==> src/rtl/clk_div_pkg.sv <==
// Shared types and constants for the programmable clock divider.
// Holds the FSM encoding and the rising-edge counter width.
package clk_div_pkg;

    typedef enum logic {
        IDLE = 1'b0,
        RUN  = 1'b1
    } state_t;

    localparam int EDGE_W = 16;

endpackage

==> src/rtl/half_period_counter.sv <==
// Cycle counter inside one half-period of clk_out.
// Flags the boundary cycle where clk_out must toggle.
module half_period_counter #(
    parameter int WIDTH = 8
) (
    input  logic             clk,
    input  logic             rst_n,
    input  logic             run,
    input  logic [WIDTH-1:0] hp,
    output logic             boundary
);

    localparam logic [WIDTH-1:0] ONE = WIDTH'(1);

    logic [WIDTH-1:0] cnt;

    assign boundary = run && (cnt == (hp - ONE));

    // Count cycles while running; restart at each boundary and when idle.
    always_ff @(posedge clk or negedge rst_n) begin
        if (!rst_n) begin
            cnt <= '0;
        end else if (!run || boundary) begin
            cnt <= '0;
        end else begin
            cnt <= cnt + ONE;
        end
    end

endmodule

==> src/rtl/clk_div_prog.sv <==
// Programmable clock divider with run/idle FSM and deferred reload.
// New half-periods take effect only at a boundary to keep clk_out clean.
module clk_div_prog
    import clk_div_pkg::*;
#(
    parameter int WIDTH    = 8,
    parameter int RESET_HP = 1
) (
    input  logic              clk,
    input  logic              rst_n,
    input  logic              en,
    input  logic [WIDTH-1:0]  div_val,
    input  logic              load,
    output logic              clk_out,
    output logic              tick,
    output logic [EDGE_W-1:0] edge_cnt,
    output logic              busy
);

    localparam logic [WIDTH-1:0]  ONE    = WIDTH'(1);
    localparam logic [EDGE_W-1:0] EC_ONE = EDGE_W'(1);
    localparam logic [WIDTH-1:0]  HP_RST = WIDTH'(RESET_HP);

    state_t           state;
    logic [WIDTH-1:0] hp;
    logic [WIDTH-1:0] pending;
    logic [WIDTH-1:0] load_val;
    logic             run;
    logic             boundary;

    // A zero request would stall the counter, so it means one cycle.
    assign load_val = (div_val == '0) ? ONE : div_val;
    assign run      = (state == RUN) && en;

    half_period_counter #(
        .WIDTH (WIDTH)
    ) u_hpc (
        .clk      (clk),
        .rst_n    (rst_n),
        .run      (run),
        .hp       (hp),
        .boundary (boundary)
    );

    // FSM, reload handling and all registered outputs.
    always_ff @(posedge clk or negedge rst_n) begin
        if (!rst_n) begin
            state    <= IDLE;
            hp       <= HP_RST;
            pending  <= '0;
            busy     <= 1'b0;
            clk_out  <= 1'b0;
            tick     <= 1'b0;
            edge_cnt <= '0;
        end else begin
            tick <= 1'b0;
            unique case (state)
                IDLE: begin
                    clk_out <= 1'b0;
                    busy    <= 1'b0;
                    if (load) begin
                        hp <= load_val;
                    end
                    if (en) begin
                        state <= RUN;
                    end
                end
                RUN: begin
                    if (!en) begin
                        state   <= IDLE;
                        clk_out <= 1'b0;
                        busy    <= 1'b0;
                        if (load) begin
                            hp <= load_val;
                        end else if (busy) begin
                            hp <= pending;
                        end
                    end else if (boundary) begin
                        clk_out <= ~clk_out;
                        busy    <= 1'b0;
                        if (!clk_out) begin
                            tick     <= 1'b1;
                            edge_cnt <= edge_cnt + EC_ONE;
                        end
                        if (load) begin
                            hp <= load_val;
                        end else if (busy) begin
                            hp <= pending;
                        end
                    end else if (load) begin
                        pending <= load_val;
                        busy    <= 1'b1;
                    end
                end
            endcase
        end
    end

endmodule

==> config.mk <==
export PLATFORM = sky130hd
export DESIGN_NAME = clk_div_prog
export DESIGN_NICKNAME = d
export VERILOG_FILES = /design/src/rtl/clk_div_pkg.sv /design/src/rtl/half_period_counter.sv /design/src/rtl/clk_div_prog.sv
export SDC_FILE = /design/constraint.sdc
export NUM_CORES = 1
export LEC_CHECK = 0
export BUFFER_PORTS_ARGS = -buffer_cell sky130_fd_sc_hd__buf_2
export CORE_MARGIN = 3
export CORE_UTILIZATION = 25
export DETAILED_ROUTE_END_ITERATION = 8
export PLACE_DENSITY = 0.39
export REMOVE_ABC_BUFFERS = 1
export SETUP_SLACK_MARGIN = 0.02
export SYNTH_ARGS = -nofsm -noshare
export SYNTH_HDL_FRONTEND = slang
export SYNTH_HIERARCHICAL = 1
export SYNTH_SLANG_ARGS = --single-unit
==> constraint.sdc <==
create_clock -name clk -period 3.17 [get_ports clk]
set_input_delay 0 -clock clk [delete_from_list [all_inputs] [get_ports clk]]
set_output_delay 0 -clock clk [all_outputs]
set_load 0.05 [all_outputs]
==> reports/results.txt <==
final worst slack -> 0.255 ns
per-cell routed wire length -> 13.3 um
TritonCTS Sinks -> 44
DRC viols -> 0
combinational share of power -> 18.2%
syn avg cell area -> 10.8 sq um
GR Util All Layers -> 10.4%
pin count of the biggest net entering global routing -> 45
Die Height -> 101 um
1st-iter DRT viols -> 60
Multi-input gate area -> 1130 sq um
clock share of power -> 30.4%
core area -> 8760 sq um
Reg-to-Reg End -> hp[3]
Req. time, crit path -> 3.34 ns
pre-CTS WS -> 0.176 ns
total die area -> 10,300 sq um
CTS Root Cell -> clkbuf_8
Period Utilization, post-route -> 92.0%
hold endpoint -> pending[0]
drt via density -> 4.35
Worst Hold Class -> primary input to flop
P_sw -> 0.000374 W
RSZ-0062 raised after global routing -> false
vias in the first global route -> 1,580
via count -> 1,584
Tightest Pin Transition -> 0.996 ns
number of distinct library cells after synthesis -> 45
commonest non-fill, non-tap cell in the layout -> dfrtp_1
largest vdd supply drop -> 233 uV
P per Cell Area -> 457 nW/um^2
minimum clock period after layout -> 2.92 ns
share of layout cells above drive strength 1 -> 26.2%
Layout fillers -> 938
Layout Skew -> 0.00805 ns
Worst Setup End Kind -> flop
GRT Residual Overflow -> 0
initial antenna violation count -> 0
CTS H-tree depth -> 2
Min Hold Slack -> 0.00992 ns
design internal power -> 0.000887 W
Reg clk slew, reported paths -> 0.09 ns
synth top area cells -> dfrtp_1, xnor2_1, nand2_1
clk buf depth -> 2
Worst Setup Start Kind -> flop
Die Span X -> 101 um
total routed wirelength -> 4.84 mm
yosys synthesis warning count -> 6
row cnt -> 34
worst hold path startpoint -> div_val[0]
critical setup path kind -> flop to flop
WHS Path Cells -> 3
Worst R2R Setup Slack -> 0.25 ns
most frequent cells in the layout -> dfrtp_1, buf_2, nand2_1
CTS tree -> yes
leakage -> 1.27 nW
Worst R2R Start -> hp[0]
DP HPWL -> 3.47 mm
1st-pass router iterations -> 4
GP Congestion -> 0.756
Max Cap Viol -> 0
Net count, final -> 270
mapped cell area -> 2270 sq um
Slew Limit Fails -> 0
Net Sw Frac -> 29.7%
first-pass GRT wire length -> 8.26 mm
Max Clk Rate -> 343 MHz
starting density of the core -> 25.9%
status -> complete, no violations
Final Hold Fails -> 0
#FFs+latches synth -> 44
clk_lat worst skew -> 0.30 ns
Final setup viols -> 0
ys async rst share -> 100%
Critical Path AT -> 3.08 ns
Syn-to-layout area delta -> 21.6%
CTS buffer count -> 5
FF/Latch Area -> 1100 sq um
Sequential Power Share -> 51.4%
ANT nets after route -> 0
reg2reg path depth -> 11
I/O pin cnt -> 31
top-area cell type share of the netlist area -> 47.4%
EDFF count, synth -> 0
setup bufs post-CTS -> 0
port bufs -> 30
Inserted Diodes -> 0
register area share after synthesis -> 48.5%
total negative setup slack -> 0 ns
Critical Path Fanout Max -> 15
Main synth FF type -> dfrtp_1
relative slew slack -> 33.6%
Gate Count Post-Synth -> 211
Yosys top cell by area -> dfrtp_1
## power groups by stage
stage / logic [W] / registers [W] / clock network [W]
3_3_place_gp: 0.000221 / 0.000660 / 0
2_1_floorplan: 0.000150 / 0.000659 / 0
6_report: 0.000230 / 0.000648 / 0.000383
5_1_grt: 0.000259 / 0.000656 / 0.000431
3_5_place_dp: 0.000220 / 0.000661 / 0
4_1_cts: 0.000230 / 0.000649 / 0.000404
## state kept, by name, summed over array words and instances, names as in the netlist
name	count
edge_cnt	16
hp	8
state	1
busy	1
clk_out	1
u_hpc/cnt	8
pending	8
tick	1
## what timing repair did
item                                    4_1_cts  5_1_grt
hold endpoints to repair                     52        0
endpoints found under the setup margin        0       26
hold buffers                                 10        0
resized for setup                             0        7
## layout make-up
class / count / area share (%)
Clock buffer: 6 / 2.99
Clock inverter: 2 / 0.498
Inverter: 9 / 1.22
Multi-Input combinational cell: 153 / 40.9
Sequential cell: 44 / 39.9
Tap cell: 108 / 4.89
Timing Repair Buffer: 42 / 9.61
## cell families after synthesis
group	count (synthesis)	synth area share, %
compound gates	28	8.82
fa+ha+maj	3	1.65
xor+xnor	33	13.4
mux	14	6.56
buf+inv	14	2.81
simple gates	75	18.2
flops	44	48.5
## per-stage QoR
| stage | power (W) | std cells | utilization [%] | area (sq um) |
|---|---|---|---|---|
| 2_1_floorplan | 0.000809 | 206 | - | 2240 |
| 3_3_place_gp | 0.000881 | 346 | 29.0 | 2540 |
| 6_report | 0.00126 | 364 | 31.5 | 2760 |
| 5_1_grt | 0.00135 | 364 | 31.5 | 2760 |
| 4_1_cts | 0.00128 | 364 | 31.2 | 2740 |
| 3_5_place_dp | 0.000880 | 346 | 29.0 | 2540 |
## worst max path at each step
stage          cells past startpoint  start          to  slack [ns]
2_1_floorplan                     10  hp[0]  pending[1]        0.34
3_3_place_gp                      10  hp[0]  pending[2]        0.19
3_5_place_dp                      10  hp[0]  pending[4]        0.18
4_1_cts                           10  hp[0]  pending[4]        0.14
5_1_grt                           11  hp[0]       hp[2]        0.04
6_report                          11  hp[0]       hp[3]        0.25
## Yosys cell counts (all sizes together), types with 5 or more instances
| master | instances |
|---|---|
| mux2 | 7 |
| dfrtp | 43 |
| xor2 | 11 |
| xnor2 | 22 |
| o21ai | 9 |
| a21oi | 10 |
| inv | 9 |
| nand3 | 13 |
| nor3 | 5 |
| nand2 | 26 |
| and3 | 5 |
| nor2 | 7 |
| mux2i | 7 |
## layer usage
metal | GRT usage [%] | part of all wire, % | vias up
li1 | - | - | 812
met1 | 15.3 | 54 | 748
met2 | 15.1 | 43 | 20
met3 | 2.27 | 2.3 | 4
met4 | 3.07 | 1.1 | 0
met5 | 0 | 0 | -
## critical path, stage by stage, from the launching register on
cell and delay (ns):
dfstp_2 0.60, inv_1 0.06, ha_2 0.23, nand2b_1 0.15
nand3_1 0.08, o21ai_1 0.11, a2111oi_4 0.43, and3_4 0.28
and3b_1 0.24, or2_2 0.43, nand2_1 0.10, o21ai_0 0.07
No activity file was read; power rests on OpenSTA's default activity.
